File: config.mk
export PLATFORM = sky130hd
export DESIGN_NAME = rom_burst
export DESIGN_NICKNAME = d
export VERILOG_FILES = /design/src/rtl/rom_burst.sv
export SDC_FILE = /design/constraint.sdc
export NUM_CORES = 1
export LEC_CHECK = 0
export ABC_AREA = 1
export CAP_MARGIN = 10
export CORE_MARGIN = 5
export CORE_UTILIZATION = 40
export DETAILED_ROUTE_END_ITERATION = 16
export PLACE_DENSITY = 0.69
export SETUP_SLACK_MARGIN = 0.3
export SLEW_MARGIN = 20
export SYNTH_ARGS = -nofsm -noshare
export SYNTH_HDL_FRONTEND = slang
export SYNTH_SLANG_ARGS = --single-unit
File: constraint.sdc
create_clock -name clk -period 2 [get_ports clk]
set_input_delay 0.3 -clock clk [delete_from_list [all_inputs] [get_ports clk]]
set_output_delay 0.3 -clock clk [all_outputs]
set_load 0.03 [all_outputs]
File: src/rtl/rom_burst.sv
// Read-only word store with single-read and wrapping burst-read modes.
// A word's content is its address XOR PATTERN; every result is registered and appears one cycle after it is requested.
module rom_burst #(
  parameter int                DATA_W  = 4,
  parameter int                ADDR_W  = 2,
  parameter logic [DATA_W-1:0] PATTERN = 4'hA
) (
  input  logic              clk,
  input  logic              reset,
  input  logic              en,
  input  logic              start,
  input  logic [ADDR_W-1:0] addr,
  input  logic [ADDR_W-1:0] len,
  output logic [DATA_W-1:0] data,
  output logic              valid,
  output logic              last,
  output logic              busy
);

  localparam int XW = (DATA_W > ADDR_W) ? DATA_W : ADDR_W;

  typedef enum logic {IDLE, BURST} state_t;

  // Handshake: valid is high for exactly one cycle per delivered word.
  // There is no backpressure. Holding en low pauses the block, and valid stays low while en is low.
  state_t              state, state_next;
  logic [DATA_W-1:0]   data_next;
  logic                valid_next, last_next;
  logic [ADDR_W-1:0]   ptr, ptr_next;
  logic [ADDR_W-1:0]   rem, rem_next;

  function automatic logic [DATA_W-1:0] word(input logic [ADDR_W-1:0] a);
    logic [XW-1:0] t;
    t = XW'(a) ^ XW'(PATTERN);
    return t[DATA_W-1:0];
  endfunction

  always_ff @(posedge clk or posedge reset) begin
    if (reset) begin
      state <= IDLE;
      data  <= '0;
      valid <= 1'b0;
      last  <= 1'b0;
      ptr   <= '0;
      rem   <= '0;
    end else begin
      state <= state_next;
      data  <= data_next;
      valid <= valid_next;
      last  <= last_next;
      ptr   <= ptr_next;
      rem   <= rem_next;
    end
  end

  always_comb begin
    state_next = state;
    data_next  = data;
    valid_next = 1'b0;
    last_next  = 1'b0;
    ptr_next   = ptr;
    rem_next   = rem;
    if (en) begin
      unique case (state)
        IDLE: begin
          data_next  = word(addr);
          valid_next = 1'b1;
          if (start) begin
            ptr_next = addr + 1'b1;
            // len=0 wraps to DEPTH-1, which matches a burst of DEPTH words
            rem_next = len - 1'b1;
            if (len == ADDR_W'(1)) last_next  = 1'b1;
            else                   state_next = BURST;
          end
        end
        BURST: begin
          data_next  = word(ptr);
          valid_next = 1'b1;
          ptr_next   = ptr + 1'b1;
          rem_next   = rem - 1'b1;
          if (rem == ADDR_W'(1)) begin
            last_next  = 1'b1;
            state_next = IDLE;
          end
        end
        default: state_next = IDLE;
      endcase
    end
  end

  assign busy = (state == BURST);

endmodule

==> impl.org <==
** Global route
- The initial antenna violation count came to 0.
- The via count of the first global-routing pass came to 385.
- Entering global routing, the biggest net connects 11 pins.
- The total overflow left after global routing is 0.
- Global-route wire length before repair :: 1610 um
- All-Layer GR Usage :: 0.109

** Power
- Static leakage power :: 0.362 nW
- The design draws 0.802 mW.
- Cell Pwr Density :: 1120 nW/um^2
- Worst vdd rail ir drop :: 0.618 mV

** STA
- Across all hold checks on the routed design, the worst slack comes to 0.309 ns.
- Final setup violation count :: 0
- Timing would allow up to 629 MHz.
- Of the available clock period, the critical path in the final layout requires 0.795.
- Tmin final :: 1.59 ns
- The max-slew violation count came to 0.
- Fin. Hold Viols :: 0
- Once routing completed, OpenROAD measured the worst setup slack at 0.410 ns.
- Clock skew on the completed layout was measured at 0.00143 ns.
- Sum of negative setup slack :: 0 ns
- RSZ-0062 raised after global routing :: no

** Placed design
- Including well taps, the total number of placed cells is 92.
- Final RePlAce weighted congestion :: 0.751
- Detailed Place HPWL :: 759 um
- Cell area after placement :: 677 um^2
- Worst Setup Slack post-DPL :: 0.583 ns
- In this run the tool buffered the top-level ports with 13 buffer cells.

** Worst setup path
- Critical path's top delay family :: buffers and inverters
- Kind of end point of the critical path :: output port
- Crit-path cells :: clkdlybuf4s50_1
- STA puts the critical path data required time at 1.70 ns.
- Worst Path Class, Setup :: reg -> out
- Delay of the slowest critical-path stage :: 0.67 ns
- Crit path max fanout :: 2
- STA puts the critical path data arrival time at 1.29 ns.
- Slowest-stage cell, CP :: sky130_fd_sc_hd__clkdlybuf4s50_1
- Counting both buffers and inverters, the worst setup path holds a total of 1.
- The worst setup path is launched from a flip-flop.

** Yosys
- Arithmetic-cell share of the synthesized area counting full adders, half adders and majority gates :: 0.0464
- Simple-gate portion of the synthesized area :: 0.225
- Yosys printed 0 warnings.
- Cell count after synthesis :: 65
- Yosys cell types :: 18
- The share of the synthesized area in compound gates (AO/OA/AOI/OAI) is 0.132.
- For this run, the register share of the synthesized area comes to 0.464.
- Largest cells by area after synthesis :: sky130_fd_sc_hd__dfrtp_1, sky130_fd_sc_hd__nand2_1, sky130_fd_sc_hd__o21ai_2
- Dividing the synthesized area by the synthesized cell count gives 8.30 um^2.
- The number of nets in the synthesized netlist is 75.
- Of all cell types, the one taking the most synthesized area is sky130_fd_sc_hd__dfrtp_1.
- Dominant combinational cell family by area after synthesis :: simple AND/OR/NAND/NOR gates
- The synthesized design contains 10 register bits.
- The share of synthesized area in the top cell type comes to 0.464.
- Of the total synthesized cell area, the portion taken by XOR and XNOR cells is 0.
- Portion of netlist area occupied by mux cells :: 0
- Summed instance area of the synthesized netlist :: 539 um^2

** Final layout
- Area growth from synthesis to layout :: 32.3%
- In the final layout, the share of cells above drive strength 1 is 0.173.
- Final cell count without fillers :: 96
- Post-layout nets :: 92
- Measured on the finished design, the core utilization comes to 0.555.
- Final design area excluding fillers :: 713 um^2
- Diode insertion count for antenna repair :: 0

** Floorplan
- For this configuration, the core starts out at a cell density of 0.420.
- In this run the standard cell core region covers 1280 um^2.
- DIE HEIGHT :: 46.7 um
- The floorplan has 13 rows.
- Total Die Area :: 2180 um^2
- The floorplan step set the die width to 46.7 um.
- I/O pin count :: 15

** CTS
- The root buffer cell chosen for the clock tree is sky130_fd_sc_hd__clkbuf_4.
- TritonCTS clock tree :: built
- Max H-tree Level :: 1
- Buffers added to address setup during post-CTS repair amount to 0.
- No sink is reached through more buffers than the 2 on the longest clock path.
- For this design, the sink count on the clock tree is 10.
- Clock transition at path regs :: 0.07 ns
- Clock tree synthesis inserted a total of 3 buffers.
- Later-pin clock latency in the skew report :: 0.26 ns
- Gates resized during post-CTS repair numbered 0.
- Hold buffer count at CTS :: 0

** Run status
- Status :: completed

** Routing
- Total iterations of the first detailed-routing run :: 4
- After detailed routing, the number of vias per cell comes to 4.59.
- In this run the remaining antenna-violating nets after routing total 0.
- Detailed routing inserted a total of 441 vias.
- For this run, design rule violations remaining after detail routing come to 0.
- After detailed routing, the total wire length is 958 um.
- After the first detailed-routing iteration, the DRC count stood at 4.
- Average routed wire per standard cell :: 9.98 um

** Flow run
- Max-cap violations in this run came to 0.

** Hold path
- The worst hold path belongs to the class in -> async.
final timing paths:
| path | slack, ns | start | end | cells after the start |
|---|---|---|---|---|
| setup / recovery | 0.41 | data[0] | data[0] | 1 |
| hold / removal | 0.31 | reset | last | 2 |
| setup reg to reg | 0.86 | busy | ptr[1] | 5 |
| hold reg to reg | 0.47 | data[3] | data[3] | 1 |
| max in group asynchronous | 1.43 | reset | data[1] | 2 |
| min in group clk | 0.47 | data[3] | data[3] | 1 |
where the power goes:
| part | switching (mW) | internal (mW) |
|---|---|---|
| clock | 0.0696 | 0.110 |
| combinational | 0.201 | 0.136 |
| sequential | 0.0281 | 0.257 |
registers in the layout, indices dropped and copies added, names as in the netlist:
signal / count
busy: 1
data: 3
last: 1
ptr: 2
rem: 2
valid: 1
Yosys cell counts:
cell                      number
sky130_fd_sc_hd__inv_1         9
sky130_fd_sc_hd__nand3_1       1
sky130_fd_sc_hd__o21ai_2       4
sky130_fd_sc_hd__or2_2         1
sky130_fd_sc_hd__conb_1        1
sky130_fd_sc_hd__nor2_1        1
sky130_fd_sc_hd__buf_6         1
sky130_fd_sc_hd__nand2_2       1
sky130_fd_sc_hd__o21ai_4       1
sky130_fd_sc_hd__or2_1         1
sky130_fd_sc_hd__inv_6         1
sky130_fd_sc_hd__buf_4         1
sky130_fd_sc_hd__dfrtp_1      10
sky130_fd_sc_hd__inv_4         1
sky130_fd_sc_hd__nand2_1      25
sky130_fd_sc_hd__o21ai_1       3
sky130_fd_sc_hd__ha_1          2
sky130_fd_sc_hd__o21ai_0       1
area by class of cell:
class	count	area (um^2)
clock buffer	4	36.3
sequential	10	250
multi-input combinational	42	221
fill	135	572
inverter	11	48.8
tap	15	18.8
timing repair buffer	14	138
kinds of logic after synthesis:
family                   Yosys count
AND/OR/NAND/NOR                   30
buffers and inverters             13
flip-flops                        10
AO/OA/AOI/OAI                      9
adder cells (fa/ha/maj)            2
other                              1
placed cells by master, fill, tap and decap left out:
master                            instances
sky130_fd_sc_hd__dfrtp_1                 10
sky130_fd_sc_hd__clkdlybuf4s50_1         13
sky130_fd_sc_hd__inv_1                    9
sky130_fd_sc_hd__nor2_1                   1
sky130_fd_sc_hd__clkbuf_4                 3
sky130_fd_sc_hd__or2_1                    1
sky130_fd_sc_hd__o21ai_2                  4
sky130_fd_sc_hd__clkbuf_8                 1
sky130_fd_sc_hd__inv_6                    1
sky130_fd_sc_hd__inv_4                    1
sky130_fd_sc_hd__buf_4                    1
sky130_fd_sc_hd__o21ai_0                  1
sky130_fd_sc_hd__nand2_1                 25
sky130_fd_sc_hd__ha_1                     2
sky130_fd_sc_hd__o21ai_1                  3
sky130_fd_sc_hd__or2_2                    1
sky130_fd_sc_hd__nand3_1                  1
sky130_fd_sc_hd__nand2_2                  1
sky130_fd_sc_hd__o21ai_4                  1
sky130_fd_sc_hd__conb_1                   1
routing by layer:
metal | global-route usage | vias up | wire, um
met2 | 0.162 | 13 | 450
met3 | 0.0469 | 2 | 69
li1 | - | 228 | -
met5 | 0 | - | 0
met1 | 0.130 | 198 | 419
met4 | 0.0663 | 0 | 19
Power figures use the tool's default switching activity.
